[config.mk]
export PLATFORM = sky130hd
export DESIGN_NAME = fetch_stage
export DESIGN_NICKNAME = d
export VERILOG_FILES = /design/src/rtl/pipeline_pkg.sv /design/src/rtl/if_skid_buf.sv /design/src/rtl/fetch_stage.sv
export SDC_FILE = /design/constraint.sdc
export NUM_CORES = 1
export LEC_CHECK = 0
export ABC_AREA = 1
export CORE_ASPECT_RATIO = 0.9
export CORE_MARGIN = 2
export CORE_UTILIZATION = 36
export CTS_BUF_LIST = sky130_fd_sc_hd__clkbuf_4
export CTS_CLUSTER_SIZE = 14
export DETAILED_ROUTE_END_ITERATION = 8
export GPL_ROUTABILITY_DRIVEN = 1
export PLACE_DENSITY = 0.61
export SLEW_MARGIN = 10
export SYNTH_ARGS = -nofsm -noshare
export SYNTH_HDL_FRONTEND = slang
export SYNTH_SLANG_ARGS = --single-unit
export TNS_END_PERCENT = 1
[constraint.sdc]
create_clock -name clk -period 1.95 [get_ports clk]
set_input_delay 0.39 -clock clk [delete_from_list [all_inputs] [get_ports clk]]
set_output_delay 0.39 -clock clk [all_outputs]
set_load 0.01 [all_outputs]
[src/rtl/pipeline_pkg.sv]
// Shared pipeline definitions: PC-source select encodings, default NOP encoding and
// the fetch FSM state type.
package pipeline_pkg;

  localparam logic [1:0] CSEL_SEQ  = 2'b00;
  localparam logic [1:0] CSEL_BRA  = 2'b01;
  localparam logic [1:0] CSEL_RAA  = 2'b10;
  localparam logic [1:0] CSEL_BRA2 = 2'b11;

  localparam logic [31:0] NOP_IR_DEFAULT = 32'h0000_0000;

  typedef enum logic [2:0] {
    StIdle,
    StReq,
    StWait,
    StDrop,
    StHold
  } fetch_state_e;

endpackage

[src/rtl/if_skid_buf.sv]
// One-entry {ir, pc} holding buffer between the imem response and the IF/ID register.
// Flush has priority over push; push and pop never coincide in the fetch stage.
module if_skid_buf #(
  parameter int unsigned AW = 32
) (
  input  logic          clk,
  input  logic          rst_n,
  input  logic          push,
  input  logic          pop,
  input  logic          flush,
  input  logic [31:0]   push_ir,
  input  logic [AW-1:0] push_pc,
  output logic          full,
  output logic [31:0]   pop_ir,
  output logic [AW-1:0] pop_pc
);

  logic          full_q;
  logic [31:0]   ir_q;
  logic [AW-1:0] pc_q;

  always_ff @(posedge clk) begin
    if (!rst_n) begin
      full_q <= 1'b0;
      ir_q   <= '0;
      pc_q   <= '0;
    end else if (flush) begin
      full_q <= 1'b0;
    end else if (push) begin
      full_q <= 1'b1;
      ir_q   <= push_ir;
      pc_q   <= push_pc;
    end else if (pop) begin
      full_q <= 1'b0;
    end
  end

  assign full   = full_q;
  assign pop_ir = ir_q;
  assign pop_pc = pc_q;

endmodule

[src/rtl/fetch_stage.sv]
// IF stage: fetch PC, single-outstanding imem request FSM, redirect handling and IF/ID register.
// Defining IF_PERF_CNT_EN adds the perf_fetch_cnt / perf_flush_cnt event counters.
module fetch_stage
  import pipeline_pkg::*;
#(
  parameter int unsigned   AW       = 32,
  parameter logic [AW-1:0] RESET_PC = '0,
  parameter logic [31:0]   NOP_IR   = NOP_IR_DEFAULT
) (
  input  logic          clk,
  input  logic          rst_n,
  input  logic          stall_i,
  input  logic [1:0]    c_select,
  input  logic [AW-1:0] bra,
  input  logic [AW-1:0] raa,
  output logic          imem_req,
  output logic [AW-1:0] imem_addr,
  input  logic          imem_gnt,
  input  logic          imem_rvalid,
  input  logic [31:0]   imem_rdata,
  output logic          id_valid,
  output logic [31:0]   id_ir,
  output logic [AW-1:0] id_pc
`ifdef IF_PERF_CNT_EN
  ,
  output logic [31:0]   perf_fetch_cnt,
  output logic [31:0]   perf_flush_cnt
`endif
);

  localparam logic [AW-1:0] PC_ONE = {{(AW-1){1'b0}}, 1'b1};

  fetch_state_e  state_q, state_d;
  logic [AW-1:0] fetch_pc_q, fetch_pc_d;
  logic [AW-1:0] req_pc_q, req_pc_d;
  logic [AW-1:0] target;
  logic          redirect;
  logic          deliver;
  logic          id_load;

  logic          skid_push, skid_pop, skid_full;
  logic [31:0]   skid_ir;
  logic [AW-1:0] skid_pc;

  logic          id_valid_q;
  logic [31:0]   id_ir_q;
  logic [AW-1:0] id_pc_q;

  assign redirect = (c_select != CSEL_SEQ);

  always_comb begin
    target = fetch_pc_q;
    case (c_select)
      CSEL_BRA, CSEL_BRA2: target = bra;
      CSEL_RAA:            target = raa;
      default:             target = fetch_pc_q;
    endcase
  end

  always_comb begin
    state_d    = state_q;
    fetch_pc_d = fetch_pc_q;
    req_pc_d   = req_pc_q;
    deliver    = 1'b0;
    case (state_q)
      StIdle: state_d = StReq;
      StReq: begin
        if (imem_gnt) begin
          req_pc_d   = fetch_pc_q;
          fetch_pc_d = fetch_pc_q + PC_ONE;
          // A redirect in the grant cycle still leaves a response to swallow.
          state_d    = redirect ? StDrop : StWait;
        end
      end
      StWait: begin
        if (imem_rvalid) begin
          if (!redirect) begin
            deliver = 1'b1;
            state_d = stall_i ? StHold : StReq;
          end else begin
            state_d = StReq;
          end
        end else if (redirect) begin
          state_d = StDrop;
        end
      end
      StDrop: if (imem_rvalid) state_d = StReq;
      StHold: if (!stall_i) state_d = StReq;
      default: state_d = StIdle;
    endcase
    if (redirect) begin
      fetch_pc_d = target;
      // The skid is flushed by the redirect, so HOLD has nothing left to wait for.
      if (state_q == StHold) state_d = StReq;
    end
  end

  always_ff @(posedge clk) begin
    if (!rst_n) begin
      state_q    <= StIdle;
      fetch_pc_q <= RESET_PC;
      req_pc_q   <= '0;
    end else begin
      state_q    <= state_d;
      fetch_pc_q <= fetch_pc_d;
      req_pc_q   <= req_pc_d;
    end
  end

  assign imem_req  = (state_q == StReq);
  assign imem_addr = fetch_pc_q;

  // While ID stalls, fresh data parks in the skid so IF/ID stays untouched.
  assign skid_push = deliver && stall_i;
  assign skid_pop  = skid_full && !stall_i && !redirect;
  assign id_load   = !redirect && !stall_i && (skid_full || deliver);

  if_skid_buf #(
    .AW (AW)
  ) u_skid (
    .clk     (clk),
    .rst_n   (rst_n),
    .push    (skid_push),
    .pop     (skid_pop),
    .flush   (redirect),
    .push_ir (imem_rdata),
    .push_pc (req_pc_q),
    .full    (skid_full),
    .pop_ir  (skid_ir),
    .pop_pc  (skid_pc)
  );

  always_ff @(posedge clk) begin
    if (!rst_n) begin
      id_valid_q <= 1'b0;
      id_ir_q    <= NOP_IR;
      id_pc_q    <= '0;
    end else if (redirect) begin
      id_valid_q <= 1'b0;
      id_ir_q    <= NOP_IR;
    end else if (!stall_i) begin
      if (id_load) begin
        id_valid_q <= 1'b1;
        id_ir_q    <= skid_full ? skid_ir : imem_rdata;
        id_pc_q    <= skid_full ? skid_pc : req_pc_q;
      end else begin
        id_valid_q <= 1'b0;
        id_ir_q    <= NOP_IR;
      end
    end
  end

  assign id_valid = id_valid_q;
  assign id_ir    = id_ir_q;
  assign id_pc    = id_pc_q;

`ifdef IF_PERF_CNT_EN
  logic [31:0] fetch_cnt_q, flush_cnt_q;

  always_ff @(posedge clk) begin
    if (!rst_n) begin
      fetch_cnt_q <= '0;
      flush_cnt_q <= '0;
    end else begin
      if (id_load)  fetch_cnt_q <= fetch_cnt_q + 32'd1;
      if (redirect) flush_cnt_q <= flush_cnt_q + 32'd1;
    end
  end

  assign perf_fetch_cnt = fetch_cnt_q;
  assign perf_flush_cnt = flush_cnt_q;
`endif

endmodule

# After elaboration in Yosys (flattened, before gate mapping)
# Index checks and enable logic that the tools add are counted.
# classes
n_mux,24
reduce_logical,19
n_eq_ne,8
bitwise_logic,3
addsub,1
# ops
op,n
$mux W32,6
$pmux W32 S2,1
$add A32 B1 Y32 const B,1
$mux W3,9
$pmux W3 S5,1
$reduce_bool A2 Y1,4
$mux W1,7
$eq A3 B2 Y1 const B,2
$reduce_and A3 Y1,2
$logic_and A1 B1 Y1,5
$eq A2 B2 Y1 const B,2
$reduce_and A2 Y1,2
$reduce_or A2 Y1,2
$eq A3 B1 Y1 const B,1
$eq A3 B3 Y1 const B,1
$logic_not A3 Y1,1
$ne A3 B1 Y1 const B,1
$not A1 Y1,3
$eq A2 B1 Y1 const B,1
$logic_not A1 Y1,2
$logic_or A1 B1 Y1,1
# totals
in_bits,103
out_inout_bits,98
reg_bits,197
wordCells,64

# Longest topological paths before layout
# logic_depth
word_depth,7
mapped_depth,10
depth_no_buf,10

# By module
# From an unflattened synthesis, not the netlist that was laid out.
# unflattened
hier_cells,1345
area_unflattened_um2,9455.3
# modules_own_cells
module,area_each_um2,cells_each,n_inst,seq_area_each_um2
fetch_stage,6630.1,926,1,2642.5
if_skid_buf,2825.2,419,1,1301.2

# Worst setup path after synthesis
# No wires, ideal clock.
# synth_path
kind,register to register
from,reg fetch_pc_q[1] (netlist: imem_addr[1])
to,reg fetch_pc_q[22] (netlist: imem_addr[22])
arrival_time_ns,1.378
required_time_ns,1.880
setup_time_ns,0.070
synth_period_minus_slack_ns,1.447
n_path_buf,0
stages_incl_launch_ff,10
setup_slack_ns,0.503
cell_sequence,dfxtp_1 ha_1 nand2_1 nor2_4 nand2_2 nor2_2 nand2_1 nand2_1 nand3_1 a21oi_1
# synth_between
elab_chain_cells,4
# synth_rtl
item,line,rtl
start: declaration,fetch_stage.sv:34,"logic [AW-1:0] fetch_pc_q, fetch_pc_d;"
start signal: assignment,fetch_stage.sv:105,fetch_pc_q <= fetch_pc_d;
$add A32 B1 Y32,fetch_stage.sv:70,fetch_pc_d = fetch_pc_q + PC_ONE;
$mux W32,fetch_stage.sv:68,if (imem_gnt) begin
$mux W32,fetch_stage.sv:65,case (state_q)
$mux W32,fetch_stage.sv:91,if (redirect) begin
# No other way between the ends. The select of a mux whose other input is x is not followed.
# A chain may end at the register's enable or synchronous reset.

# Final worst setup path
# layout_path
from,reg id_ir_q[2] (netlist: id_ir[2])
to,out id_ir[2]
# layout_rtl
item,line,rtl
start: declaration,fetch_stage.sv:46,logic [31:0] id_ir_q;
start signal: assignment,fetch_stage.sv:144,id_ir_q <= skid_full ? skid_ir : imem_rdata;
end: declaration,fetch_stage.sv:22,"output logic [31:0] id_ir,"
# No word-level cell between the ends.

==> impl_metrics.py <==
metrics = {
    "floorplan": {
        "dieArea_sq_um": 26900,
        "pin_count": 201,
        "die_w_um": 173,
        "die_h_um": 156,
        "start_util": 0.366,
        "core_area_sq_um": 25200,
        "rows": 55,
    },
    "critical_path": {
        "cp_top_family": "buffers and inverters",
        "rr_endpoint": "imem_addr[20]",
        "crit_type": "flop to output pin",
        "worst_path_max_delay_cell": "clkdlybuf4s50_1",
        "cp_num_buf_inv": 1,
        "critPathMaxFanout": 2,
        "worstPathArrival_ns": 1.49,
        "crit_chain": "clkdlybuf4s50_1",
        "critPathLaunchType": "flop",
        "r2r_slack_ns": 0.30,
        "max_stage_delay_ns": 0.52,
        "cp-end-kind": "output pin",
        "crit_start": "id_ir[2]",
        "reg2regPathDepth": 9,
        "r2r-start": "imem_addr[0]",
        "worstPathRequired_ns": 1.56,
    },
    "worst_hold_path": {
        "min_from": "stall_i",
        "holdPathEnd": "state_q[2]",
        "hp-class": "input pin to flop",
        "whs_path_depth": 3,
    },
    "power_and_ir_drop": {
        "seqPwrFrac": 0.575,
        "p_switching_uw": 2260,
        "power_uw": 7430,
        "switching_share": 0.304,
        "powerDensity_nw_per_um2": 617,
        "clockPowerShare": 0.296,
        "intPower_uw": 5170,
        "p_comb_frac": 0.129,
        "power_leakage_uw": 0.00534,
        "ir_drop_mv": 0.289,
    },
    "drt": {
        "drtPass1Iterations": 7,
        "drc": 0,
        "routed_wl_mm": 28.2,
        "drtIter0Drc": 611,
        "wire_per_inst_um": 15.1,
        "viasPerCell": 4.94,
        "vias": 9242,
        "antenna_left": 0,
    },
    "placed_design": {
        "placed_area_sq_um": 11600,
        "gp_congestion": 0.945,
        "place_ws_ns": -0.389,
        "place_hpwl_mm": 20.4,
        "portBuffers": 200,
    },
    "global_routing": {
        "grt_pass1_vias": 8499,
        "grt_util_all_layers": 0.206,
        "gr-total-overflow": 0,
        "grt_max_degree": 59,
        "antenna_found_initial": 1,
        "grt_pass1_wl_mm": 45.1,
    },
    "clock_tree": {
        "clkSinkCount": 197,
        "post_cts_buffers": 0,
        "cts_buffer_depth": 2,
        "clk_pin_slew_ns": 0.19,
        "htreeDepth": 4,
        "clk_latency_ns": 0.61,
        "cts_made_buffers": 17,
        "cts_tree": "yes",
        "clockRootBuffer": "clkbuf_4",
    },
    "sta": {
        "relSlewSlack": 0.222,
        "tns_ns": 0,
        "finalCritPeriodShare": 0.963,
        "finalWorstSetupSlack_ns": 0.0716,
        "setup_viol": 0,
        "tightest_slew_ns": 1.17,
        "rsz0062_at_grt": "yes",
        "fin_crit_ns": 1.88,
        "fmaxAchievable_mhz": 532,
        "slew_violations": 0,
        "hold_violations": 0,
        "fin_skew_ns": 0.0310,
    },
    "layout": {
        "layout_common_cells": "nand2_1, nor2_1, a21oi_1",
        "drive_gt1_frac": 0.120,
        "final_nets": 1619,
        "fin_util": 0.478,
        "nFillCells": 2666,
        "finalInstanceArea_sq_um": 12000,
        "layout_commonest_cell": "nand2_1",
        "area_growth_pct": 30.5,
    },
    "job": {
        "cap_violations": 0,
    },
    "synth": {
        "synthArstFlopShare": 0,
        "syn_inst": 1338,
        "syn_area_sq_um": 9230,
        "yosys_warnings": 0,
        "synth-edff-count": 0,
        "synth_seq_area_share": 0.427,
        "synth.net_count": 1442,
        "avgSynthCellArea_sq_um": 6.90,
        "ys.flop_type": "dfxtp_1",
        "ys_ff_latch": 197,
        "ys_types": 33,
    },
    "run_status": {
        "status": "completed",
    },
}
==> cell families (layout without fill, tap and decap cells) <==
kind of cell,Yosys count,after routing,synth area share
other,0,1,0
xor gates and xnor gates,4,4,0.00380
and+or+nand+nor,657,657,0.298
adders and majority gates,1,1,0.00136
buffers and inverters,156,346,0.0812
DFF,197,197,0.427
AOI/OAI and AO/OA,323,323,0.189
==> cells in the mapped netlist, types with 2 or more instances <==
| master | instances | share of area |
|---|---|---|
| nand3_1 | 88 | 0.048 |
| nor3_1 | 2 | 0.0011 |
| a21oi_1 | 138 | 0.075 |
| nand3_2 | 11 | 0.012 |
| a22o_1 | 25 | 0.024 |
| o21ai_0 | 135 | 0.073 |
| o21ai_1 | 11 | 0.0060 |
| nor2_1 | 169 | 0.069 |
| buf_2 | 32 | 0.017 |
| inv_2 | 7 | 0.0028 |
| nand3b_1 | 2 | 0.0016 |
| buf_4 | 10 | 0.0081 |
| a31oi_1 | 6 | 0.0041 |
| nor2_2 | 10 | 0.0068 |
| dfxtp_1 | 197 | 0.43 |
| inv_1 | 58 | 0.024 |
| nand2_2 | 3 | 0.0020 |
| clkbuf_2 | 2 | 0.0011 |
| buf_6 | 9 | 0.011 |
| o211ai_1 | 3 | 0.0024 |
| nand2_1 | 365 | 0.15 |
| clkbuf_1 | 36 | 0.015 |
| nor2_4 | 6 | 0.0073 |
| xor2_1 | 4 | 0.0038 |
==> stage by stage <==
step | cells | hold slack (ns)
5_1_grt | 1871 | 0.191
2_1_floorplan | 1338 | 0.444
3_3_place_gp | 1838 | 0.446
3_5_place_dp | 1838 | 0.453
4_1_cts | 1870 | 0.146
6_report | 1871 | 0.191
==> power groups by stage <==
| stage | Clock (uW) | Combinational, uW | Sequential (uW) |
|---|---|---|---|
| after floorplan | 0 | 466 | 4330 |
| after global placement | 0 | 987 | 4360 |
| after detailed placement | 0 | 992 | 4360 |
| after CTS | 2260 | 961 | 4270 |
| after global routing | 2410 | 1060 | 4290 |
| final | 2200 | 958 | 4270 |
==> per-layer routing <==
layer  GRT usage  share of wire  vias to the layer above
li1            -              -                     4734
met1       0.296           0.50                     4283
met2       0.327           0.45                      207
met3      0.0295          0.040                       18
met4      0.0464         0.0097                        0
met5           0              0                        -
==> how the worst max path moves through the flow <==
stage / endpoint / depth (start not counted)
CTS: imem_addr[11] / 1
detailed placement: imem_addr[4] / 6
floorplan: imem_addr[22] / 9
global placement: imem_addr[1] / 6
finish: id_ir[2] / 1
global route: imem_req / 2
==> sequential cells by signal, summed over array words and instances, names as in the netlist <==
register,flops
u_skid.pop_pc,32
imem_addr,32
state_q,3
id_ir,32
id_pc,32
id_valid,1
u_skid.full,1
u_skid.pop_ir,32
req_pc_q,32
==> final cells by class <==
cell class	count	area [sq um]	area share
Antenna cell	1	2.50	0.000208
Clock buffer	17	128	0.0106
Clock inverter	15	159	0.0132
Inverter	66	248	0.0206
Multi-Input combinational cell	985	4550	0.377
Sequential cell	197	4090	0.339
Tap cell	342	428	0.0355
Timing Repair Buffer	248	2440	0.203
==> timing repair <==
action                                  4_1_cts  5_1_grt
hold buffers                                  0        0
pin swaps                                     0        0
endpoints found under the setup margin       66       35
gates resized for setup                     128       44
hold endpoints to repair                      0        0
==> worst reg2reg max path, stage by stage (launching register included) <==
cell	delay, ns
dfxtp_4	0.41
ha_1	0.17
nand2_1	0.11
nor2_4	0.17
nand2_2	0.15
nor2_2	0.24
nand2_1	0.08
nand2_1	0.06
nand3_1	0.06
a21oi_1	0.13
Power figures use the tool's default switching activity.
==> RTL change 1: new RTL, same flow settings <==
`AW` is set to 32 in 2 places; all go to 48.
--- a/src/rtl/if_skid_buf.sv
+++ b/src/rtl/if_skid_buf.sv
@@ -1,7 +1,7 @@
 // One-entry {ir, pc} holding buffer between the imem response and the IF/ID register.
 // Flush has priority over push; push and pop never coincide in the fetch stage.
 module if_skid_buf #(
-  parameter int unsigned AW = 32
+  parameter int unsigned AW = 48
 ) (
   input  logic          clk,
   input  logic          rst_n,
--- a/src/rtl/fetch_stage.sv
+++ b/src/rtl/fetch_stage.sv
@@ -3,7 +3,7 @@
 module fetch_stage
   import pipeline_pkg::*;
 #(
-  parameter int unsigned   AW       = 32,
+  parameter int unsigned   AW       = 48,
   parameter logic [AW-1:0] RESET_PC = '0,
   parameter logic [31:0]   NOP_IR   = NOP_IR_DEFAULT
 ) (
Interface: changed (resized bra, id_pc, imem_addr and raa); port bits go from 201 to 265. The function was not compared with the original's and may differ.
==> RTL change 1 against the unedited design <==
  * Sequential cell count is 64 higher
  * Sequential power is 34% higher
  * Sequential share of layout area is 1.3 points lower
  * Total power is 62% higher
  * Count of clock-buffer cells in the layout is 91 higher
  * Setup slack better by 21 ps
  * Wire length is 36% higher
  * Die area is 30% higher
  * Highest routed layer unchanged
  * Design area is 34% higher
  * Global-route usage is 1.3 points higher
  * Largest power group unchanged
  * Synthesized area is 30% higher
==> RTL change 1: results (changes against the unedited design) <==
Detailed routing
  • DR iter-0 viols: 667 (+9.2%)
  • Vias per cell: 5.04 (+2.0%)
  • Routed met3 length: 2.06 mm (+81%)
  • M1 WL: 17.6 mm (+25%)
  • Routed wl met2: 17.7 mm (+38%)
  • Routed WL per cell: 15.7 µm (+4.3%)

Worst setup path
  • Worst Setup SP: imem_addr[10]
  • Reg-to-Reg End: imem_addr[24]
  • R2R setup slack: 180 ps (-120 ps)
  • Worst reg2reg path startpoint: imem_addr[0]
  • CP Data Arrival Time: 1470 ps (-20 ps)
  • Worst setup endpoint: imem_addr[10]

Synthesis
  • Post-Synth XOR/XNOR Area: 1.08% (+0.70 points)
  • Synth area leaders: dfxtp_1 (43%), a21oi_1 (12%), o21ai_0 (8.6%), nand2_1 (8.3%), nor2_1 (4.7%)
  • Synth Instances: 1684 (+26%)
  • Post-synth cell types: 39 (+18%)
  • Dominant synthesized flop cell: dfxtp_1
  • Most common cell in the netlist: a21oi_1
  • Post-synth top cells: a21oi_1 (298), nand2_1 (265), dfxtp_1 (261)
  • Compound-Gate Fraction of Synth Area: 27.2% (+8.4 points)
  • Seq/Total Area, Yosys: 43.4% (+0.68 points)

Clocking
  • Clk_lat worst skew: 680 ps (+70 ps)
  • TritonCTS buffer count: 71 (+54)
  • Clock transition at path regs: 70 ps (-120 ps)
  • Post_cts resized: 180 (+41%)
  • Deepest clock path buffer count: 3 (+1)
  • H-tree depth: 3 (-1)

Global routing
  • Total Routing Usage GR: 21.8% (+1.3 points)
  • GR Layer Usage met1: 28.4% (-1.1 points)
  • Pin count of the biggest net entering global routing: 109 (+85%)
  • First-pass GRT wire length: 61.0 mm (+35%)
  • Vias in the first global route: 11886 (+40%)
  • Global-route met2 utilization: 35.8% (+3.1 points)
  • GR Util met3: 4.12% (+1.2 points)

STA
  • Final WS setup: 92.7 ps (+21.1 ps)
  • Slew @ Worst Pin: 497 ps (-669 ps)
  • Hold WS: 152 ps (-38.4 ps)

Finish
  • Share of cells above drive strength 1: 13.2% (+1.1 points)
  • Nets: 2108 (+30%)
  • Layout Utilization: 49.1% (+1.3 points)

Power
  • Worst vdd ir: 0.339 mV (+17%)

Outcome
  • Status: complete, no violations

Place
  • Final Wtd Congestion: 0.903 (-4.4%)
  • Pre-CTS setup slack: -131 ps (+259 ps)
  • Hpwl dp: 27.5 mm (+35%)
  • Placed Cells: 2320 (+26%)
  • Area after DPL: 15400 µm² (+32%)

Hold path
  • Hold Startpoint: rst_n

Floorplan
  • Core area: 32900 µm² (+31%)
==> RTL change 1: cell types whose count changed after synthesis, moves of 6 or more <==
cell,change
a21oi_1,+160
a22o_1,+11
clkbuf_1,+22
dfxtp_1,+64
inv_1,+85
nand2_1,-100
nand3_1,-37
nand3_2,-11
nand4_1,+18
nor2_1,-17
o21ai_0,+73
o21ai_1,+40
xor2_1,+6
==> RTL change 1: critical path, cell delays in order (launching register included) <==
cell	delay, ps
dfxtp_2	350
buf_4	140
dlygate4sd2_1	280
==> RTL change 1: area by class of cell <==
| class | instances | area share [%] |
|---|---|---|
| clock buffer | 108 | 5.01 |
| inverter | 150 | 3.53 |
| timing repair buffer | 330 | 19.9 |
| antenna | 2 | 0.0309 |
| multi-input combinational | 1158 | 35.2 |
| sequential | 261 | 32.7 |
| clock inverter | 15 | 0.371 |
| tap | 422 | 3.26 |
==> RTL change 2: new RTL, config.mk and constraints unchanged <==
Without the edit above. The 5 states of `fetch_state_e` get a one-hot encoding in 5 bits.
--- a/src/rtl/pipeline_pkg.sv
+++ b/src/rtl/pipeline_pkg.sv
@@ -9,12 +9,12 @@
 
   localparam logic [31:0] NOP_IR_DEFAULT = 32'h0000_0000;
 
-  typedef enum logic [2:0] {
-    StIdle,
-    StReq,
-    StWait,
-    StDrop,
-    StHold
+  typedef enum logic [4:0] {
+    StIdle = 5'b00001,
+    StReq  = 5'b00010,
+    StWait = 5'b00100,
+    StDrop = 5'b01000,
+    StHold = 5'b10000
   } fetch_state_e;
 
 endpackage
Function: same outputs for any inputs over 4 cycles, from zero or initial values and one cycle with rst_n low; so few cycles prove little.
==> RTL change 2 against the unedited design <==
  * Wire length grew 4.0%
  * Sequential cell count grew 2
  * Design area grew 3.6%
  * Total power grew 3.9%
  * Synthesized area grew 0.99%
  * Setup slack lost 6.5 ps
  * Count of clock-buffer cells in the layout is the same
  * Critical path depth is the same
  * Register-to-register slack lost 120 ps
==> RTL change 2: results (changes against the unedited design) <==
Detailed routing
  • TritonRoute pass-1 iters: 6 (-1)
  • DR iter-0 viols: 706 (+16%)
  • Routed wl met2: 13.4 mm (+4.2%)
  • Routed wire length: 29.4 mm (+4.0%)
  • Routed met3 length: 1.65 mm (+44%)
  • M1 WL: 14.0 mm (-0.28%)

Finish
  • Comb_multi_in: 1049 (+6.5%)
  • NonClk Buf Share: 21.3% (+0.97 points)
  • Multi-input logic area: 4760 µm² (+4.7%)
  • Nets: 1684 (+4.0%)
  • Inserted Diodes: 2 (+1)
  • Finished Layout Cells: 1936 (+3.5%)
  • Seq. cell area: 4110 µm² (+0.58%)
  • Inverters: 53 (-20%)

Global routing
  • Vias in the first global route: 8990 (+5.8%)
  • Total Routing Usage GR: 21.4% (+0.81 points)
  • Pin count of the biggest net entering global routing: 57 (-3.4%)

Place
  • Hpwl dp: 20.6 mm (+0.64%)
  • Final Wtd Congestion: 0.929 (-1.7%)
  • Pre-CTS setup slack: -263 ps (+126 ps)
  • Area after DPL: 12000 µm² (+2.9%)

Synthesis
  • Synth Area in Adders: 0.134% (-0.0013 points)
  • Synth Register Bits: 199 (+1.0%)
  • Seq/Total Area, Yosys: 42.7% (about the same)
  • Synth area leaders: dfxtp_1 (43%), nand2_1 (16%), nor2_1 (8.0%), a21oi_1 (7.4%), nand3_1 (6.7%)
  • Net Count, Synth: 1499 (+4.0%)
  • Post-Synth XOR/XNOR Area: 0.752% (+0.37 points)
  • Compound-Gate Fraction of Synth Area: 16.6% (-2.3 points)
  • Post-synth cell types: 36 (+9.1%)
  • Share of the synthesized area in the top cell type: 42.7% (about the same)

Clocking
  • Post_cts resized: 96 (-25%)

Outcome
  • Status: complete, no violations

Worst setup path
  • Worst setup endpoint: id_ir[22]
  • R2R setup slack: 180 ps (-120 ps)

Power
  • Internal power: 5.54 mW (+7.2%)
  • Final Total Pwr: 7.72 mW (+3.9%)
  • Worst vdd ir: 0.354 mV (+22%)
  • Comb power frac: 12.7% (-0.2 points)
  • Pleak: 5.76 nW (+8.0%)

STA
  • Final WS setup: 65.1 ps (-6.47 ps)
  • Worst Skew: 29.5 ps (-1.53 ps)

Hold path
  • Hold Startpoint: rst_n

Floorplan
  • Core area: 25300 µm² (+0.55%)
[RTL change 2: changes by cell type in the layout (fill, tap and decap cells not counted), moves of 6 or more]
cell	change
dlygate4sd2_1	-23
nand3_1	+35
dlymetal6s2s_1	+16
nor2_1	+27
clkdlybuf4s50_1	+7
inv_1	-12
nand2_1	+44
buf_4	+8
nand3_2	-10
nor2_2	-6
o21ai_1	-8
o21ai_0	-30
[RTL change 2: kinds of logic (layout without fill, tap and decap cells)]
group | after synthesis | after routing
buf+inv | 147 | 344
simple gates | 756 | 756
other cells | 0 | 2
xor+xnor | 8 | 8
compound gates | 284 | 284
fa+ha+maj | 1 | 1
flops | 199 | 199
[RTL change 2: metal layers]
layer	GRT usage (%)	vias to the layer above
met5	0	-
met4	6.04	0
met3	3.33	30
met2	34.5	256
met1	29.6	4379
li1	-	4917
